$ cat config.mk
export PLATFORM = sky130hd
export DESIGN_NAME = thor2024_icache_line_fill_flat
export DESIGN_NICKNAME = d
export VERILOG_FILES = /design/src/rtl/thor2024_icache_line_fill_pkg.sv /design/src/rtl/thor2024_icache_line_fill_if.sv /design/src/rtl/thor2024_icache_line_fill_bundle_buf.sv /design/src/rtl/thor2024_icache_line_fill.sv /design/src/flat_wrapper.sv
export SDC_FILE = /design/constraint.sdc
export NUM_CORES = 1
export LEC_CHECK = 0
export ABC_AREA = 1
export ABC_CLOCK_PERIOD_IN_PS = 18700
export CAP_MARGIN = 25
export CORE_AREA = 2 2 359 361
export DETAILED_ROUTE_END_ITERATION = 12
export DIE_AREA = 0 0 361 363
export SYNTH_ARGS = -nofsm -noshare
export SYNTH_HDL_FRONTEND = slang
export SYNTH_HIERARCHICAL = 1
export SYNTH_SLANG_ARGS = --single-unit
$ cat constraint.sdc
create_clock -name clk -period 18.7 [get_ports clk]
set_clock_uncertainty 0.1 [all_clocks]
set_input_delay 3.74 -clock clk [delete_from_list [all_inputs] [get_ports clk]]
set_output_delay 3.74 -clock clk [all_outputs]
set_load 0.02 [all_outputs]
$ cat src/rtl/thor2024_icache_line_fill_pkg.sv
`timescale 1ns/1ps
`default_nettype none
// +----------------------------------------------------------------------+
// | Module  : thor2024_icache_line_fill_pkg                              |
// | Brief   : shared types and I-cache geometry for the line-fill engine |
// | Rev     : 1.0  initial release                                       |
// +----------------------------------------------------------------------+
package thor2024_icache_line_fill_pkg;

    typedef enum logic [1:0] {
        IDLE   = 2'd0,
        FETCH  = 2'd1,
        COMMIT = 2'd2
    } icfill_state_t;

    localparam int ICacheBundleWidth    = 128;
    localparam int ICacheLineWidth      = 512;
    localparam int ICacheBundles        = ICacheLineWidth / ICacheBundleWidth;
    localparam int ICacheBundleOffsBits = $clog2(ICacheBundleWidth / 8);

endpackage

`default_nettype wire

$ cat src/rtl/thor2024_icache_line_fill_if.sv
`timescale 1ns/1ps
`default_nettype none
// +----------------------------------------------------------------------+
// | Module  : thor2024_icache_line_fill_if                               |
// | Brief   : fill-engine to bus-interface-unit read beat channel        |
// | Rev     : 1.0  initial release                                       |
// +----------------------------------------------------------------------+
interface thor2024_icache_line_fill_if
    import thor2024_icache_line_fill_pkg::*;
#(
    parameter int AWID         = 32,
    parameter int BUNDLE_WIDTH = ICacheBundleWidth
);
    logic                    req;
    logic [AWID-1:0]         req_adr;
    logic                    ack;
    logic                    err;
    logic [BUNDLE_WIDTH-1:0] dat;

    modport master (output req, req_adr, input ack, err, dat);
    modport slave  (input req, req_adr, output ack, err, dat);
endinterface

`default_nettype wire

$ cat src/rtl/thor2024_icache_line_fill_bundle_buf.sv
`timescale 1ns/1ps
`default_nettype none
// +----------------------------------------------------------------------+
// | Module  : thor2024_bundle_buf                                        |
// | Brief   : line buffer written one bundle at a time, per-bundle valid |
// | Rev     : 1.0  initial release                                       |
// +----------------------------------------------------------------------+
module thor2024_bundle_buf #(
    parameter int BUNDLE_WIDTH = 128,
    parameter int BUNDLES      = 4
) (
    input  wire logic                            clk,
    input  wire logic                            rst,
    input  wire logic                            clr_i,
    input  wire logic                            wr_i,
    input  wire logic [$clog2(BUNDLES)-1:0]      idx_i,
    input  wire logic [BUNDLE_WIDTH-1:0]         dat_i,
    output logic      [BUNDLE_WIDTH*BUNDLES-1:0] line_o,
    output logic      [BUNDLES-1:0]              valid_o
);
    localparam int IDX_BITS = $clog2(BUNDLES);

    for (genvar i = 0; i < BUNDLES; i++) begin : g_bundle
        logic [BUNDLE_WIDTH-1:0] data_q;
        logic                    valid_q;

        // Clear only drops valid; data is simply overwritten by the next fill.
        always_ff @(posedge clk or posedge rst) begin
            if (rst) begin
                data_q  <= '0;
                valid_q <= 1'b0;
            end else if (clr_i) begin
                valid_q <= 1'b0;
            end else if (wr_i && (idx_i == IDX_BITS'(i))) begin
                data_q  <= dat_i;
                valid_q <= 1'b1;
            end
        end

        assign line_o[i*BUNDLE_WIDTH +: BUNDLE_WIDTH] = data_q;
        assign valid_o[i]                             = valid_q;
    end
endmodule

`default_nettype wire

$ cat src/rtl/thor2024_icache_line_fill.sv
`timescale 1ns/1ps
`default_nettype none
// +----------------------------------------------------------------------+
// | Module  : thor2024_icache_line_fill                                  |
// | Brief   : I-cache miss fill engine, critical bundle forwarded early  |
// |           THOR2024_ICFILL_CWF_EN selects critical-word-first order   |
// | Rev     : 1.0  initial release                                       |
// +----------------------------------------------------------------------+
module thor2024_icache_line_fill
    import thor2024_icache_line_fill_pkg::*;
#(
    parameter int AWID         = 32,
    parameter int ASID_WIDTH   = 16,
    parameter int BUNDLE_WIDTH = ICacheBundleWidth,
    parameter int BUNDLES      = ICacheBundles
) (
    input  wire logic                            clk,
    input  wire logic                            rst,
    input  wire logic                            miss_i,
    input  wire logic [AWID-1:0]                 miss_adr_i,
    input  wire logic [ASID_WIDTH-1:0]           miss_asid_i,
    input  wire logic                            abort_i,
    output logic                                 ready_o,
    thor2024_icache_line_fill_if.master          bus,
    output logic                                 crit_v_o,
    output logic      [BUNDLE_WIDTH-1:0]         crit_dat_o,
    output logic      [BUNDLES-1:0]              bundle_v_o,
    output logic                                 line_wr_o,
    output logic      [BUNDLE_WIDTH*BUNDLES-1:0] line_o,
    output logic      [AWID-1:0]                 line_adr_o,
    output logic      [ASID_WIDTH-1:0]           line_asid_o,
    output logic                                 err_o
);
    localparam int OFFS_BITS = $clog2(BUNDLE_WIDTH / 8);
    localparam int IDX_BITS  = $clog2(BUNDLES);
    localparam int LINE_OFFS = OFFS_BITS + IDX_BITS;

    icfill_state_t                 state_q;
    logic [IDX_BITS-1:0]           idx_q;
    logic [IDX_BITS-1:0]           cnt_q;
    logic [IDX_BITS-1:0]           crit_q;
    logic [AWID-LINE_OFFS-1:0]     line_tag_q;
    logic [ASID_WIDTH-1:0]         line_asid_q;
    logic                          crit_v_q;
    logic [BUNDLE_WIDTH-1:0]       crit_dat_q;
    logic                          err_q;

    logic [IDX_BITS-1:0]           w_miss_crit;
    logic [IDX_BITS-1:0]           w_start_idx;
    logic                          w_accept;
    logic                          w_beat_ok;
    logic                          w_buf_clr;
    logic                          w_unused;

    assign w_miss_crit = miss_adr_i[OFFS_BITS +: IDX_BITS];
    assign w_unused    = ^miss_adr_i[OFFS_BITS-1:0];

`ifdef THOR2024_ICFILL_CWF_EN
    assign w_start_idx = w_miss_crit;
`else
    assign w_start_idx = '0;
`endif

    assign w_accept  = (state_q == IDLE) && miss_i && !abort_i;
    assign w_beat_ok = (state_q == FETCH) && bus.ack && !bus.err && !abort_i;
    // Valid bits are dropped on a new miss and whenever a fill is abandoned.
    assign w_buf_clr = w_accept
                     || ((state_q == FETCH) && (abort_i || (bus.ack && bus.err)))
                     || ((state_q == COMMIT) && abort_i);

    always_ff @(posedge clk or posedge rst) begin
        if (rst) begin
            state_q     <= IDLE;
            idx_q       <= '0;
            cnt_q       <= '0;
            crit_q      <= '0;
            line_tag_q  <= '0;
            line_asid_q <= '0;
            crit_v_q    <= 1'b0;
            crit_dat_q  <= '0;
            err_q       <= 1'b0;
        end else begin
            crit_v_q <= 1'b0;
            err_q    <= 1'b0;
            if (abort_i) begin
                state_q <= IDLE;
            end else begin
                case (state_q)
                    IDLE: begin
                        if (miss_i) begin
                            line_tag_q  <= miss_adr_i[AWID-1:LINE_OFFS];
                            line_asid_q <= miss_asid_i;
                            crit_q      <= w_miss_crit;
                            idx_q       <= w_start_idx;
                            cnt_q       <= '0;
                            state_q     <= FETCH;
                        end
                    end
                    FETCH: begin
                        if (bus.ack && bus.err) begin
                            err_q   <= 1'b1;
                            state_q <= IDLE;
                        end else if (bus.ack) begin
                            idx_q <= idx_q + IDX_BITS'(1);
                            cnt_q <= cnt_q + IDX_BITS'(1);
                            if (idx_q == crit_q) begin
                                crit_v_q   <= 1'b1;
                                crit_dat_q <= bus.dat;
                            end
                            if (cnt_q == IDX_BITS'(BUNDLES - 1)) begin
                                state_q <= COMMIT;
                            end
                        end
                    end
                    COMMIT:  state_q <= IDLE;
                    default: state_q <= IDLE;
                endcase
            end
        end
    end

    thor2024_bundle_buf #(
        .BUNDLE_WIDTH (BUNDLE_WIDTH),
        .BUNDLES      (BUNDLES)
    ) u_bundle_buf (
        .clk     (clk),
        .rst     (rst),
        .clr_i   (w_buf_clr),
        .wr_i    (w_beat_ok),
        .idx_i   (idx_q),
        .dat_i   (bus.dat),
        .line_o  (line_o),
        .valid_o (bundle_v_o)
    );

    assign ready_o     = (state_q == IDLE);
    assign bus.req     = (state_q == FETCH);
    assign bus.req_adr = {line_tag_q, idx_q, OFFS_BITS'(0)};
    assign crit_v_o    = crit_v_q;
    assign crit_dat_o  = crit_dat_q;
    assign line_wr_o   = (state_q == COMMIT) && !abort_i;
    assign line_adr_o  = {line_tag_q, LINE_OFFS'(0)};
    assign line_asid_o = line_asid_q;
    assign err_o       = err_q;
endmodule

`default_nettype wire

$ cat src/flat_wrapper.sv
// flat-port wrapper written by rule: the top's interface ports become plain ports
module thor2024_icache_line_fill_flat import thor2024_icache_line_fill_pkg::*;
#(
    parameter int AWID         = 32,
    parameter int ASID_WIDTH   = 16,
    parameter int BUNDLE_WIDTH = ICacheBundleWidth,
    parameter int BUNDLES      = ICacheBundles
)
  (clk, rst, miss_i, miss_adr_i, miss_asid_i, abort_i, ready_o, crit_v_o, crit_dat_o, bundle_v_o, line_wr_o, line_o, line_adr_o, line_asid_o, err_o, bus_req, bus_req_adr, bus_ack, bus_err, bus_dat);
  thor2024_icache_line_fill_if #(.AWID(AWID), .BUNDLE_WIDTH(BUNDLE_WIDTH)) bus_i ();
  input  wire logic clk;
  input  wire logic rst;
  input  wire logic miss_i;
  input  wire logic [AWID-1:0] miss_adr_i;
  input  wire logic [ASID_WIDTH-1:0] miss_asid_i;
  input  wire logic abort_i;
  output logic ready_o;
  output logic crit_v_o;
  output logic      [BUNDLE_WIDTH-1:0] crit_dat_o;
  output logic      [BUNDLES-1:0] bundle_v_o;
  output logic line_wr_o;
  output logic      [BUNDLE_WIDTH*BUNDLES-1:0] line_o;
  output logic      [AWID-1:0] line_adr_o;
  output logic      [ASID_WIDTH-1:0] line_asid_o;
  output logic err_o;
  output wire logic [$bits(bus_i.req)-1:0] bus_req;
  output wire logic [$bits(bus_i.req_adr)-1:0] bus_req_adr;
  input wire logic [$bits(bus_i.ack)-1:0] bus_ack;
  input wire logic [$bits(bus_i.err)-1:0] bus_err;
  input wire logic [$bits(bus_i.dat)-1:0] bus_dat;
  assign bus_req = bus_i.req;
  assign bus_req_adr = bus_i.req_adr;
  assign bus_i.ack = bus_ack;
  assign bus_i.err = bus_err;
  assign bus_i.dat = bus_dat;
  thor2024_icache_line_fill #(.AWID(AWID), .ASID_WIDTH(ASID_WIDTH), .BUNDLE_WIDTH(BUNDLE_WIDTH), .BUNDLES(BUNDLES)) u_core (.clk(clk), .rst(rst), .miss_i(miss_i), .miss_adr_i(miss_adr_i), .miss_asid_i(miss_asid_i), .abort_i(abort_i), .ready_o(ready_o), .bus(bus_i), .crit_v_o(crit_v_o), .crit_dat_o(crit_dat_o), .bundle_v_o(bundle_v_o), .line_wr_o(line_wr_o), .line_o(line_o), .line_adr_o(line_adr_o), .line_asid_o(line_asid_o), .err_o(err_o));
endmodule
# [Word level (Yosys, flattened, before mapping)]
# Cells that the tools add are included.
[totals] regBits=696 out_inout_bits=729 elab_cells=97
[op_classes] n_addsub=2 n_eq_ne=13 n_mux=29 bitwise_logic=3 reduce_logical=33
[ops] operator="$mux W2" n=10
[ops] operator="$mux W1" n=16
[ops] operator="$logic_and A1 B1 Y1" n=13
[ops] operator="$pmux W2 S2" n=3
[ops] operator="$reduce_and A5 Y1" n=2
[ops] operator="$reduce_bool A2 Y1" n=5
[ops] operator="$eq A2 B2 Y1 const B" n=4
[ops] operator="$ne A4 B2 Y1 const B" n=2
[ops] operator="$reduce_and A2 Y1" n=4
[ops] operator="$reduce_and A3 Y1" n=2
[ops] operator="$add A2 B1 Y2 const B" n=2
[ops] operator="$eq A2 B1 Y1 const B" n=2
[ops] operator="$logic_not A2 Y1" n=2
[ops] operator="$ne A2 B2 Y1 const B" n=2
[ops] operator="$logic_or A1 B1 Y1" n=3
[ops] operator="$ne A3 B3 Y1 const B" n=1
[ops] operator="$not A1 Y1" n=3
[ops] operator="$eq A2 B2 Y1" n=1
[ops] operator="$logic_not A1 Y1" n=2
[ops] operator="$ne A2 B1 Y1 const B" n=1

# [Logic depth before layout (Yosys ltp)]
# Gate-level depths: netlist (run 1).
[depth] ltp_word=7 depth_mapped=11

# [Cells and area by module]
# Netlist (run 1), hierarchy kept.
[modules_own_cells] mod="thor2024_bundle_buf" instances=1 cells_per_inst=2244 area_per_inst_um2=20276.9 seq_area_each_um2=12912.4
[modules_own_cells] mod="thor2024_icache_line_fill" instances=1 cells_per_inst=847 area_per_inst_um2=7438.4 seq_area_each_um2=4504.3

# [Least setup slack after synthesis (run 1)]
# No wires, ideal clock.
[synth_path] kind="in2out" startpoint="input abort_i" endpoint="output line_wr_o" arrival_time_ns=4.237 required_time_ns=14.860 setup_slack_ns=10.623 stages=1 cell_sequence="nor3_1"
[synth_between] elab_chain_len=2
[synth_rtl] element="from (decl)" line="flat_wrapper.sv:16" source="input wire logic abort_i;"
[synth_rtl] element="$logic_not A1 Y1" line="thor2024_icache_line_fill.sv:141" source="assign line_wr_o = (state_q == COMMIT) && !abort_i;"
[synth_rtl] element="$logic_and A1 B1 Y1" line="thor2024_icache_line_fill.sv:141"
[synth_rtl] element="to (decl)" line="flat_wrapper.sv:21" source="output logic line_wr_o;"
# Every way passes these cells.

# [Worst setup path in the final report (run 1)]
# Same ends and word-level chain as after synthesis.

==> results.txt, run 1 <==
The time the final worst path needs with I/O delays and setup came out at 8.95 ns. Counting both buffers and inverters, the worst setup path holds a total of 2. The max-slew violation count is 0.

TritonCTS built the clock tree. The number of optimization iterations in the first detailed-route pass is 5. The path class of the tightest hold or removal check is flop to flop.

The post-route clock period utilization is 47.8%. The number of failing hold endpoints at the final stage came to 0. For this block, the routed nets add up to 120000 um of wire. The final-layout fill cell count is 13100.

The critical path goes through clkdlybuf4s50_1, nor3_1, clkdlybuf4s50_1. Adding up every negative setup slack in the final design gives 0 ns. The warning count from the yosys run is 6. The sequential element share of the synthesized area is 62.8%.

The initial core utilization is 21.8%. The number of global-route vias before repair is 24200. The maximum operating frequency came out at 112 MHz. The clock buffer count from CTS is 81.

The number of vias in the routed layout is 24800. Setup repair after global routing left no endpoint under its margin. The post-detailed-route count of antenna-violating nets is 0. The floorplan die area came out at 131000 um^2. In the final routed layout, each cell accounts on average for 21.5 um. The flow ran to the end, and the final reports show no timing, DRC or antenna violations. The required time reported for the critical path endpoint came out at 14.86 ns. The count of max-cap constraint violations came out at 0. The setup-violating endpoint count in the final report is 0. The signed area change from the synthesized netlist to the final layout came out at 46.5%.

The floorplan step set the die width to 361 um. The insertion delay to the later sink of the worst-skew pair came out at 0.66 ns. The first-pass GRT wire length is 173000 um. The number of distinct library cells after synthesis came out at 17. The maximum level of the CTS H-tree came out at 3. The maximum fanout encountered on the critical timing path came out at 4.

The final weighted congestion in routability-driven placement is 0.851. Data on the critical path arrives at its endpoint at 5.11 ns. The total power is 0.00538 W. The gate count of the mapped netlist came out at 3091. For this design, the slowest cell found on the critical path is clkdlybuf4s50_1.

The fraction of final layout cells sized beyond drive strength 1 is 4.59%. The net count of the finished layout came out at 4039. Counting flops and latches in the post-synthesis netlist gives 696. The number of buffer cells added on primary ports is 896. The worst pin sits at a relative slew slack of 13.0%. The global-route usage over all layers is 17.7%. In this run the power density over the cells is 132 nW/um^2. The startpoint type of the worst setup path is a primary input. Grouping stages by cell kind, the critical path spends the most delay in buffers and inverters. The sum of net half-perimeters after detailed placement is 79700 um. The peak supply drop is 0.0758 mV. The critical path's largest stage delay came out at 0.67 ns. The synthesized cell area came out at 27700 um^2. The floorplan has 131 rows. Tracing the worst setup path back leads to its startpoint at abort_i. Dividing the synthesized area by the synthesized cell count gives 8.97 um^2. The cell sitting at the root of the clock tree is a clkbuf_16.

The worst min-delay path endpoint is u_core/u_bundle_buf/g_bundle[2].data_q[42]. The register clock-pin slew on the reported worst setup and hold paths came out at 0.06 ns. After floorplanning, the core was sized to cover 127000 um^2. The number of setup buffers added after CTS is 0. In this run the most critical hold path is launched from u_core/u_bundle_buf/g_bundle[2].data_q[42]. The DRC violations left came out at 0. The total of cells resized after clock tree synthesis came out at 0. The total overflow left after global routing is 0.

No sink is reached through more buffers than the 3 on the longest clock path. The pin count of the biggest net entering global routing is 165. The kind of capture point of the worst setup path is an output pin. The number of placed I/O pins came out at 911. The die height is 363 um. Using the TritonRoute via totals, the vias-per-cell ratio works out to 4.43. The startpoint of the most critical register-to-register path is u_core/state_q[0]. The number of hold buffers added after CTS was 0. The terminus of the critical flop-to-flop path is u_core/u_bundle_buf/g_bundle[3].data_q[121]. The CTS sink count is 696. The logic depth of the worst register-to-register path is 11. The cell leakage power is 20.1 nW. The setup check on the worst reg-to-reg path leaves a slack of 14.12 ns. The violation count after the first detailed-routing iteration came out at 2310.

The instance count along the most critical hold path is 2. The transition time of the tightest slew-check pin is 1.31 ns. In this design, the critical path's most frequently occurring cell is clkdlybuf4s50_1. The type of the worst setup path is primary input to output pin. The number of antenna violations at the first check in global routing is 12.
[flip-flops by register name (all words and copies together), names as in the netlist]
register,flops
u_core/cnt_q,2
u_core/crit_dat_o,128
u_core/crit_q,2
u_core/crit_v_o,1
u_core/err_o,1
u_core/idx_q,2
u_core/line_asid_o,16
u_core/line_tag_q,26
u_core/state_q,2
u_core/u_bundle_buf/g_bundle.data_q,512
u_core/u_bundle_buf/g_bundle.valid_q,4
[cell usage after synthesis]
cell	count	area, um^2
nand2_1	1357	5090
dfrtp_1	696	17400
nand3_1	645	3230
buf_2	172	861
inv_1	56	210
buf_4	53	398
o21ai_0	47	235
clkbuf_1	29	109
nor2_1	14	52.6
inv_2	6	22.5
buf_1	5	18.8
nor2_2	5	31.3
a21oi_1	2	10.0
conb_1	1	3.75
ha_1	1	12.5
nand3b_1	1	7.51
nor3_1	1	5.00
[per-stage QoR]
| stage | hold WS, ns | setup WS, ns | instances | util, % | instance area [um^2] |
|---|---|---|---|---|---|
| after global routing | 0.381 | 9.72 | 5586 | 32.0 | 40600 |
| after detailed placement | 0.357 | 9.73 | 5433 | 29.8 | 37800 |
| after global placement | 0.352 | 9.74 | 5431 | 29.8 | 37800 |
| after floorplan | 0.346 | 0.447 | 3100 | - | 27700 |
| after CTS | 0.371 | 9.73 | 5579 | 31.9 | 40500 |
| final | 0.366 | 9.75 | 5590 | 32.0 | 40600 |
[kinds of logic after synthesis]
family	synth area share [%]
adders and majority gates	0.0451
and+or+nand+nor	30.4
DFF	62.8
buffers and inverters	5.84
other	0.0135
AOI/OAI and AO/OA	0.885
[how the worst max path moves through the flow]
stage,end,cells past startpoint
final,line_wr_o,3
after floorplan,u_core/u_bundle_buf/g_bundle[0].data_q[0],1
after global placement,line_wr_o,3
after detailed placement,line_wr_o,3
after CTS,line_wr_o,3
after global routing,line_wr_o,3
[metal layers]
layer | vias up | routed length, um | GRT usage, % | part of all wire, %
met5 | - | 0 | 0 | 0
met4 | 0 | 4980 | 7.47 | 4.1
met3 | 212 | 9700 | 4.87 | 8.1
met2 | 1041 | 55100 | 27.4 | 46
met1 | 12200 | 50400 | 23.3 | 42
li1 | 11300 | - | - | -
[cell usage in the layout, fill, tap and decap left out, drive strengths merged]
master / count
nand2: 1357
clkdlybuf4s50: 896
dfrtp: 696
nand3: 645
clkbuf: 118
inv: 64
o21ai: 47
buf: 36
nor2: 19
clkinv: 17
conb: 10
diode: 9
bufinv: 6
clkinvlp: 3
a21oi: 2
nor3: 1
nand3b: 1
ha: 1
[power by group]
| group | switching (W) | internal (W) |
|---|---|---|
| Sequential | 0.000184 | 0.00183 |
| Clock | 0.000675 | 0.000955 |
| Combinational | 0.00102 | 0.000718 |
[worst min-delay path, delay by kind of cell (launching register included)]
family	cells	cell delay, ns
flops	1	0.34
simple gates	2	0.10
[layout make-up]
type	instances	area (um^2)	share of cell area (%)
inverters	62	255	0.629
clock buffers	118	2340	5.76
repair buffers	932	9350	23.0
flip-flops and latches	696	17400	42.9
diodes	9	22.5	0.0555
well taps	1662	2080	5.12
multi-input cells	2083	8780	21.6
clock inverters	28	358	0.881
Note: power is estimated with default switching activity, not from simulation.
==> run 2: changes to the inputs <==
Settings changed: ABC_CLOCK_PERIOD_IN_PS 18700 to 8400, CORE_AREA 2 2 359 361 to 2 2 353 355, DIE_AREA 0 0 361 363 to 0 0 355 357.
Clock period 18.7 ns to 8.4 ns, I/O delays scaled along.
==> run 2 against run 1 <==
  * Critical path depth rose by 8
  * Sequential power grew 120%
  * Non-clock buffer count down 1
  * Final area about the same
  * Register-to-register slack worse by 10 ns
  * Routed wire length fell by 1.6%
  * Worst hold slack hardly changed
  * Clock-buffer cell count grew 3
  * Largest cell class unchanged
  * Largest power group unchanged
  * Highest routed layer is now met5
==> results.txt, run 2 (synthesized netlist as in run 1, its figures left out) <==
The flow ran to the end, and the final reports show no timing, DRC or antenna violations. The worst setup path is captured at a flop. The insertion delay to the later sink of the worst-skew pair came out at 0.65 ns. The global routing met3 resource utilization is 5.03%. The count of standard-cell rows came out at 129. Following the worst setup path forward leads to its endpoint at u_core/u_bundle_buf/g_bundle[2].data_q[44]. The signed area change from the synthesized netlist to the final layout came out at 46.5%. The path class of the tightest hold or removal check is flop to flop.

The first TritonRoute pass finished after 5 iterations. The share of total power consumed by net switching came out at 34.8%. IR analysis of the VDD net gives a maximum drop of 0.173 mV.

The die boundary width is 355 um. The die is 357 um tall. The number of flip-flops under the largest register name is 512. The register clock-pin slew on the reported worst setup and hold paths came out at 0.06 ns. The floorplan die area is 127000 um^2. The clock passes through at most 3 buffers. The total of cells resized after clock tree synthesis came out at 0. The number of failing hold endpoints at the final stage came out at 0. Global routing used 18.0% of the available tracks. The pin count of the biggest net entering global routing is 141. The startpoint type of the worst setup path is a primary input. The max-slew violation count is 0. For this run, the post-layout net count is 4038. The fraction of final layout cells sized beyond drive strength 1 is 4.52%.

The power spent charging and discharging nets came out at 0.00416 W. The total congestion overflow after global routing came out at 0. The headroom to the max-slew limit is 20.5%. The number of antenna violations at the first check in global routing was 13. TritonCTS built the clock tree. The DRC violations left is 0. The startpoint of the most critical register-to-register path is u_core/state_q[0]. The first-pass GRT wire length came out at 171000 um. The cell leakage power came out at 20.1 nW.

The number of placed I/O pins came out at 911. The maximum level of the CTS H-tree is 3. The clock buffer count from CTS came out at 81.

The quantity of hold-fixing buffers added after cts is 0. The internal cell power came out at 0.00780 W. Setup total negative slack on the finished layout was measured at 0 ns. The number of buffer cells added on primary ports came out at 896.

The arrival time of the worst setup path is 5.93 ns. u_core/u_bundle_buf/g_bundle.data_q holds more flip-flops than any other register. The part of the total power dissipated in sequential elements came out at 37.5%.

The critical path starts at abort_i. The reg2reg setup slack is 4.04 ns. The logic depth of the worst register-to-register path came out at 10.

The buffers inserted during post-CTS setup optimization came out at 0. The global-route met2 utilization came out at 27.8%. Of the total power, combinational logic draws 32.0%. Along the worst path, the maximum fanout reaches 137. Setup repair after global routing left no endpoint under its margin. The terminus of the critical flop-to-flop path is u_core/u_bundle_buf/g_bundle[2].data_q[44].

The tool flagged a number of max-cap violations equal to 0. The tree is rooted in a clkbuf_16. The final-layout fill cell count came out at 12800. The maximum operating frequency is 182 MHz. The initial core utilization is 22.5%. The number of vias in the routed layout came out at 24600.

The post-detailed-route count of antenna-violating nets came out at 0. The transition time of the tightest slew-check pin is 1.19 ns. The required time reported for the critical path endpoint came out at 8.83 ns. The number of global-route vias before repair was 23700. The wire length per cell came out at 21.3 um. In this run, the clock network consumes 30.4% of the power. The total routed wirelength came out at 118000 um.

The via count normalized by instance count came out at 4.42. The placeable core area is 123000 um^2. The setup-violating endpoint count in the final report came out at 0.

Dividing total power by cell area gives a power density of 294 nW/um^2. Global routing used 23.5% of the available met1 tracks. The post-route clock period utilization came out at 65.4%. The final weighted congestion in routability-driven placement is 0.837. The total power came out at 0.0120 W.

The leading cell type in the layout, fill and taps excluded is nand2_1. The sum of net half-perimeters after detailed placement came out at 77900 um. The worst setup path is of the primary input to flop kind. The violation count after the first detailed-routing iteration came out at 2049.

The time the final worst path needs with I/O delays and setup is 5.50 ns. The CTS sink count came out at 696. The layer with the highest usage after global routing is met2. The top cell types in the final layout, fill and taps aside, are nand2_1, clkdlybuf4s50_1, dfrtp_1.
==> run 2: worst min path at each step <==
stage                                                           from                                          to  depth (start not counted)
final                     u_core/u_bundle_buf/g_bundle[1].data_q[16]  u_core/u_bundle_buf/g_bundle[1].data_q[16]                          2
after global routing                          u_core/crit_dat_o[104]                      u_core/crit_dat_o[104]                          2
after CTS                                      u_core/crit_dat_o[78]                       u_core/crit_dat_o[78]                          2
after detailed placement                        u_core/crit_dat_o[3]                        u_core/crit_dat_o[3]                          2
after global placement    u_core/u_bundle_buf/g_bundle[1].data_q[16]  u_core/u_bundle_buf/g_bundle[1].data_q[16]                          2
after floorplan                                      u_core/cnt_q[1]                             u_core/cnt_q[1]                          2
==> run 2: stage by stage <==
stage | instances | instance area (um^2) | util [%] | setup slack, ns | hold WS, ns
after global routing | 5558 | 40600 | 33.0 | 2.52 | 0.381
after floorplan | 3100 | 27800 | - | -0.388 | 0.346
after global placement | 5408 | 37800 | 30.8 | 2.16 | 0.353
final | 5565 | 40600 | 33.0 | 2.90 | 0.366
after detailed placement | 5409 | 37900 | 30.8 | 2.13 | 0.357
after CTS | 5555 | 40600 | 33.0 | 2.86 | 0.371
==> run 2: final cells by class <==
| cell class | instances | area (um^2) | share of cell area (%) |
|---|---|---|---|
| sequential | 696 | 17400 | 42.9 |
| timing repair buffer | 931 | 9360 | 23.1 |
| multi-input combinational | 2083 | 8780 | 21.6 |
| clock buffer | 121 | 2340 | 5.76 |
| tap | 1637 | 2050 | 5.04 |
| clock inverter | 25 | 374 | 0.921 |
| inverter | 62 | 251 | 0.619 |
| antenna | 10 | 25.0 | 0.0616 |
==> run 2: power groups by stage <==
stage | clock network [W] | logic, W | registers, W
after floorplan | 0 | 0.000841 | 0.00540
after global placement | 0 | 0.00384 | 0.00451
after detailed placement | 0 | 0.00386 | 0.00453
after CTS | 0.00374 | 0.00388 | 0.00449
after global routing | 0.00388 | 0.00407 | 0.00458
final | 0.00364 | 0.00383 | 0.00449
==> run 2: critical path, cell delays in order <==
cell,delay [ns]
clkdlybuf4s50_1,0.55
inv_2,0.07
nand3_2,0.07
buf_4,0.62
o21ai_0,0.56
nor2_4,0.25
buf_12,0.55
nand2_4,0.65
buf_4,0.54
nand2_1,0.15
nand2_1,0.07
==> run 2: metal layers <==
metal | share of wire, % | wire, um
met1 | 42 | 49800
met5 | 0.030 | 35
met2 | 46 | 54300
met4 | 4.2 | 4940
met3 | 7.8 | 9250
